**src/rtl/ptr_ecc_pkg.sv**
```systemverilog
`default_nettype none
// +------------------------------------------------------------------+
// | ptr_ecc_pkg                                                       |
// | Widths, codeword bit map and Hamming(14,10) helpers.              |
// | Revision: 1.0                                                     |
// +------------------------------------------------------------------+
package ptr_ecc_pkg;

    localparam int ENC_W = 14;
    localparam int DAT_W = 10;
    localparam logic [3:0] SYN_UNCORR = 4'd15;

    // Codeword position of data bit i sits in nibble i (d0 in the low nibble).
    localparam logic [4*DAT_W-1:0] DATA_POS = {4'd13, 4'd12, 4'd11, 4'd10, 4'd9,
                                               4'd8,  4'd6,  4'd5,  4'd4,  4'd2};

    function automatic logic [3:0] hamming_syn(input logic [ENC_W-1:0] e);
        logic [3:0] s;
        s = '0;
        for (int k = 0; k < 4; k++) begin
            for (int j = 0; j < ENC_W; j++) begin
                if ((((j + 1) >> k) & 1) == 1) begin
                    s[2'(k)] = s[2'(k)] ^ e[4'(j)];
                end
            end
        end
        return s;
    endfunction

    function automatic logic [DAT_W-1:0] hamming_data(input logic [ENC_W-1:0] e);
        logic [DAT_W-1:0] d;
        d = '0;
        for (int i = 0; i < DAT_W; i++) begin
            d[4'(i)] = e[DATA_POS[4*i +: 4]];
        end
        return d;
    endfunction

    // Each parity bit is the only parity position in its own group, so the
    // syndrome of a word with zeroed parity bits is exactly the parity needed.
    function automatic logic [ENC_W-1:0] hamming_enc(input logic [DAT_W-1:0] d);
        logic [ENC_W-1:0] e;
        logic [3:0]       s;
        e = '0;
        for (int i = 0; i < DAT_W; i++) begin
            e[DATA_POS[4*i +: 4]] = d[4'(i)];
        end
        s    = hamming_syn(e);
        e[0] = s[0];
        e[1] = s[1];
        e[3] = s[2];
        e[7] = s[3];
        return e;
    endfunction

endpackage
`default_nettype wire

```
**src/rtl/ptr_decode.sv**
```systemverilog
`default_nettype none
// +------------------------------------------------------------------+
// | ptr_decode                                                        |
// | 14-bit SEC codeword to corrected 10-bit pointer plus syndrome.    |
// | Revision: 1.0                                                     |
// +------------------------------------------------------------------+
module ptr_decode
    import ptr_ecc_pkg::*;
(
    input  logic [ENC_W-1:0] enc,
    output logic [DAT_W-1:0] dat,
    output logic [3:0]       syn
);

    logic [ENC_W-1:0] fixed;

    always_comb begin
        syn   = hamming_syn(enc);
        fixed = enc;
        // Syndrome 15 has no matching position: pass the raw data through.
        if (syn != 4'd0 && syn != SYN_UNCORR) begin
            fixed[syn - 4'd1] = ~enc[syn - 4'd1];
        end
        dat = hamming_data(fixed);
    end

endmodule
`default_nettype wire

```
**src/rtl/ptr_encode.sv**
```systemverilog
`default_nettype none
// +------------------------------------------------------------------+
// | ptr_encode                                                        |
// | Combinational 10-bit pointer to 14-bit SEC codeword encoder.      |
// | Revision: 1.0                                                     |
// +------------------------------------------------------------------+
module ptr_encode
    import ptr_ecc_pkg::*;
(
    input  logic [DAT_W-1:0] dat,
    output logic [ENC_W-1:0] enc
);

    assign enc = hamming_enc(dat);

endmodule
`default_nettype wire

```
**src/rtl/ptr_ecc_counter.sv**
```systemverilog
`default_nettype none
// +------------------------------------------------------------------+
// | ptr_ecc_counter                                                   |
// | Hamming-protected FIFO pointer with scrub, injection and status.  |
// | Revision: 1.0                                                     |
// +------------------------------------------------------------------+
module ptr_ecc_counter
    import ptr_ecc_pkg::*;
#(
    parameter int PTR_MAX  = 1023,
    parameter bit SCRUB_EN = 1'b1
) (
    input  logic             clk,
    input  logic             rst_n,
    input  logic             inc_en,
    input  logic             clr,
    input  logic             inj_en,
    input  logic [3:0]       inj_idx,
    output logic [ENC_W-1:0] enc_ptr,
    output logic [DAT_W-1:0] ptr_bin,
    output logic             err_corr,
    output logic             err_uncorr,
    output logic [7:0]       err_cnt
);

    localparam logic [DAT_W-1:0] PTR_LAST = DAT_W'(PTR_MAX);

    logic [ENC_W-1:0] enc_q, enc_d;
    logic             err_corr_q, err_corr_d;
    logic             err_uncorr_q, err_uncorr_d;
    logic [7:0]       err_cnt_q, err_cnt_d;

    logic [3:0]       syn;
    logic             syn_corr;
    logic             wr;
    logic [DAT_W-1:0] nxt;
    logic [ENC_W-1:0] nxt_enc;
    logic [ENC_W-1:0] inj_mask;

    ptr_decode u_dec (
        .enc (enc_q),
        .dat (ptr_bin),
        .syn (syn)
    );

    ptr_encode u_enc (
        .dat (nxt),
        .enc (nxt_enc)
    );

    always_comb begin
        syn_corr = (syn != 4'd0) && (syn != SYN_UNCORR);

        nxt = ptr_bin;
        if (clr) begin
            nxt = '0;
        end else if (inc_en) begin
            nxt = (ptr_bin == PTR_LAST) ? '0 : ptr_bin + 10'd1;
        end

        // Uncorrectable words are left alone unless clr/inc_en overwrite them.
        wr = clr || inc_en || (SCRUB_EN && syn_corr);

        inj_mask = '0;
        if (inj_en && inj_idx != 4'd0 && inj_idx != 4'd15) begin
            inj_mask[inj_idx - 4'd1] = 1'b1;
        end

        enc_d      = (wr ? nxt_enc : enc_q) ^ inj_mask;
        err_corr_d = syn_corr;

        // The syndrome describes the pre-clear word, so a set beats clr.
        err_uncorr_d = err_uncorr_q;
        if (syn == SYN_UNCORR) begin
            err_uncorr_d = 1'b1;
        end else if (clr) begin
            err_uncorr_d = 1'b0;
        end

        err_cnt_d = err_cnt_q;
        if (syn_corr && err_cnt_q != 8'hFF) begin
            err_cnt_d = err_cnt_q + 8'd1;
        end
    end

    always_ff @(posedge clk) begin
        if (!rst_n) begin
            enc_q        <= '0;
            err_corr_q   <= 1'b0;
            err_uncorr_q <= 1'b0;
            err_cnt_q    <= '0;
        end else begin
            enc_q        <= enc_d;
            err_corr_q   <= err_corr_d;
            err_uncorr_q <= err_uncorr_d;
            err_cnt_q    <= err_cnt_d;
        end
    end

    assign enc_ptr    = enc_q;
    assign err_corr   = err_corr_q;
    assign err_uncorr = err_uncorr_q;
    assign err_cnt    = err_cnt_q;

endmodule
`default_nettype wire

```
**config.mk**
```make
export PLATFORM = sky130hd
export DESIGN_NAME = ptr_ecc_counter
export DESIGN_NICKNAME = d
export VERILOG_FILES = /design/src/rtl/ptr_ecc_pkg.sv /design/src/rtl/ptr_decode.sv /design/src/rtl/ptr_encode.sv /design/src/rtl/ptr_ecc_counter.sv
export SDC_FILE = /design/constraint.sdc
export NUM_CORES = 1
export LEC_CHECK = 0
export BUFFER_PORTS_ARGS = -buffer_cell sky130_fd_sc_hd__buf_2
export CAP_MARGIN = 20
export CORE_ASPECT_RATIO = 1.75
export CORE_MARGIN = 4
export CORE_UTILIZATION = 35
export CTS_CLUSTER_DIAMETER = 120
export DETAILED_ROUTE_END_ITERATION = 6
export GPL_ROUTABILITY_DRIVEN = 0
export PLACE_DENSITY_LB_ADDON = 0.2
export SLEW_MARGIN = 20
export SYNTH_ARGS = -nofsm -noshare
export SYNTH_HDL_FRONTEND = slang
export SYNTH_SLANG_ARGS = --single-unit
```
**constraint.sdc**
```tcl
create_clock -name clk -period 1.4 [get_ports clk]
set_input_delay 0.21 -clock clk [delete_from_list [all_inputs] [get_ports clk]]
set_output_delay 0.21 -clock clk [all_outputs]
set_load 0.01 [all_outputs]
```
==> results.txt <==
- Cells after synthesis: 125
- Leak: 0.0005246 µW
- The first TritonRoute pass finished after 4 iterations.
- Number of ports placed on the die boundary: 43
* Average via count per standard cell: 4.788
- Setup repair after global routing could not meet its margin everywhere.
* Number of antenna repair diodes: 0
- Number of flip-flops in the largest register: 14
- After floorplanning, the core was sized to cover 2690 µm².
* Number of global-route vias before repair: 820
- The number of pins exceeding their max-slew limit in the final report was 0.
- Buffer cell driving the clock tree root: sky130_fd_sc_hd__clkbuf_8
- Setup violations remaining at the end of the flow were counted as 0.
- TritonCTS built the clock tree.
* Number of routed nets with antenna violations: 0
* Average wire length per cell after detail routing: 12.15 µm
* Register area share after synthesis: 28.90%
- Estimated wirelength of the detail-placed design: 1.748 mm
- The synthesized design contains 14 register bits.
- Fill cells in the final layout number 305.
* Post-layout min period: 1351 ps
- Power density cells: 804.3 nW/µm²
- Number of hold violations in the final report: 0
* Global-route track usage on met2: 21.49%
- Area growth from synthesis to layout: 19.74%
- Power share of the clock group: 42.0%
- Maximum operating frequency: 740.3 MHz
- Met3 capacity usage during global routing: 1.624%
- Sequential power share: 44.2%
- For this block, the routed nets add up to 2.174 mm of wire.
- Final hold analysis gives a worst-case slack of 265.8 ps.
* Net switching power: 232.6 µW
- The internal power of the cells totals 701.2 µW.
- In this run the tool buffered the top-level ports with 30 buffer cells.
- Period utilisation layout: 96.49%
- In this run the worst path has a maximum fanout of 7.
- The tool flagged a number of max-cap violations equal to 0.
- For this design, the sink count on the clock tree is 14.
* Distinct cell type count after synthesis: 30
- Crit end category: flip-flop
- CTS hold repair buffers: 0
- The path class of the tightest hold or removal check is primary input to flip-flop.
* Skew final: 3.127 ps
* Number of warning messages in the yosys log: 0
* Final Core Density: 43.16%
* Post-Syn Area per Cell: 7.757 µm²
- Remaining Overflow, GRT: 0
* Clock Path Buffers: 2
* M1 GR Usage: 14.41%
- The share of total power dissipated in combinational logic is 13.8%.
- The die covers 3710 µm².
- Switching power as a share of total power: 24.91%
* Largest net degree at the start of global routing: 11
* Number of DRC markers in iteration 0: 15
- Clock tree synthesis inserted a total of 3 buffers.
- After the last flow step, the layout net total stands at 163.
* Insertion delay of the later-clocked pin in the worst-skew pair: 250 ps
- Critical path class: flip-flop to flip-flop
- Antenna violations before repair: 0
* Result of the run: finished clean
- The initial utilization of the core area, before any placement, comes to 36.05%.
- Across all layers, the routed design uses 857 vias.
- DRC violations left: 0
- Leading cell types in the layout, fill and taps excluded: 30 x sky130_fd_sc_hd__buf_2, 19 x sky130_fd_sc_hd__nor2_1, 12 x sky130_fd_sc_hd__conb_1
- The worst setup path is launched from a flip-flop.
- Maximum vdd drop: 0.0004871 V
* Layer carrying the most global-route usage: met2
- Global-route wire length before repair: 3.525 mm
* Layout cells sized above 1: 34.21%
- The die is 47.79 µm wide.
- In this run the number of H-tree levels came out at 1.
* Total number of placement rows: 25
- Leaving out fill and tap cells, the most frequent cell in the layout is sky130_fd_sc_hd__buf_2.
- Arrival time at the worst endpoint: 1490 ps
- The mapped netlist covers 969.7 µm².
* Vertical die dimension: 77.63 µm
- Clock transition at the registers of the reported paths: 60 ps
- For the worst setup path, the data required time is 1540 ps.
* Combined global-route utilization of all metal layers: 12.72%
metrics by stage:
| stage | TNS, ps | worst slack [ps] | cells | total power, µW | area (µm²) |
|---|---|---|---|---|---|
| floorplan | 0 | 10.49 | 136 | 531.6 | 1015 |
| global placement | 0 | 22.70 | 175 | 548.9 | 1067 |
| detailed placement | -16.19 | -11.51 | 175 | 549.4 | 1067 |
| CTS | 0 | 0.3126 | 179 | 946.5 | 1124 |
| global route | -2.610 | -2.610 | 179 | 971.0 | 1161 |
| finish | 0 | 49.15 | 179 | 933.8 | 1161 |
Yosys cell counts (all sizes together):
cell type | instances | area share, %
nand3 | 4 | 2.1
a21oi | 5 | 2.6
nor3b | 1 | 0.77
a31o | 2 | 1.8
or4 | 2 | 1.9
conb | 1 | 0.39
a21o | 1 | 0.77
and2b | 1 | 0.77
nand4 | 4 | 3.2
clkbuf | 2 | 0.77
xor2 | 8 | 7.2
nand3b | 2 | 1.5
nor2b | 1 | 0.65
inv | 1 | 0.39
dfxtp | 14 | 29
or2 | 1 | 0.65
o21ai | 9 | 4.6
xnor2 | 4 | 3.6
mux2i | 2 | 2.1
nor2 | 19 | 7.4
or3 | 5 | 3.2
ha | 1 | 1.3
nor3 | 2 | 1.0
nand2 | 8 | 3.1
nand2b | 4 | 2.6
buf | 21 | 17
kinds of logic after synthesis:
kind of cell	count (synthesis)	share of synthesized area, %
multiplexers	2	2.065
XOR/XNOR	12	10.84
buffers and inverters	24	17.81
AO/OA/AOI/OAI	17	9.806
flip-flops	14	28.90
AND/OR/NAND/NOR	54	28.90
other	1	0.3867
adder cells (fa/ha/maj)	1	1.290
layout make-up:
| class | instances | area (µm²) | share of cell area [%] |
|---|---|---|---|
| Clock buffer | 4 | 55.05 | 4.741 |
| Sequential cell | 14 | 295.3 | 25.43 |
| Multi-Input combinational cell | 98 | 585.6 | 50.43 |
| Tap cell | 27 | 33.78 | 2.909 |
| Timing Repair Buffer | 35 | 187.7 | 16.16 |
| Inverter | 1 | 3.754 | 0.3233 |
path summary, 6_finish.rpt:
check,start,slack (ps),cells past startpoint,endpoint
min,rst_n,270,3,enc_ptr[10]
max reg2reg,enc_ptr[5],50,3,enc_ptr[9]
max,enc_ptr[5],50,3,enc_ptr[9]
min reg2reg,enc_ptr[7],530,3,enc_ptr[7]
critical path, stage by stage (launching register included):
cell and delay (ps):
sky130_fd_sc_hd__dfxtp_4 390, sky130_fd_sc_hd__nand3_1 100, sky130_fd_sc_hd__or4_1 500, sky130_fd_sc_hd__a31o_2 250
power by group through the flow:
stage	Clock, µW	Sequential (µW)	Combinational [µW]
after detailed placement	0	423	126
final	392	413	129
after global routing	412	414	145
after floorplan	0	428	104
after global placement	0	423	126
after CTS	405	415	127
what timing repair did:
| item | 4_1_cts | 5_1_grt |
|---|---|---|
| buffers inserted | 0 | 0 |
| pin swaps | 0 | 2 |
| resized for setup | 1 | 10 |
| setup endpoints to repair | 2 | 4 |
metal layers:
metal	vias up	part of all wire, %
li1	441	-
met1	384	40
met2	27	51
met3	5	6.0
met4	0	2.3
met5	-	0
Power figures use the tool's default switching activity.
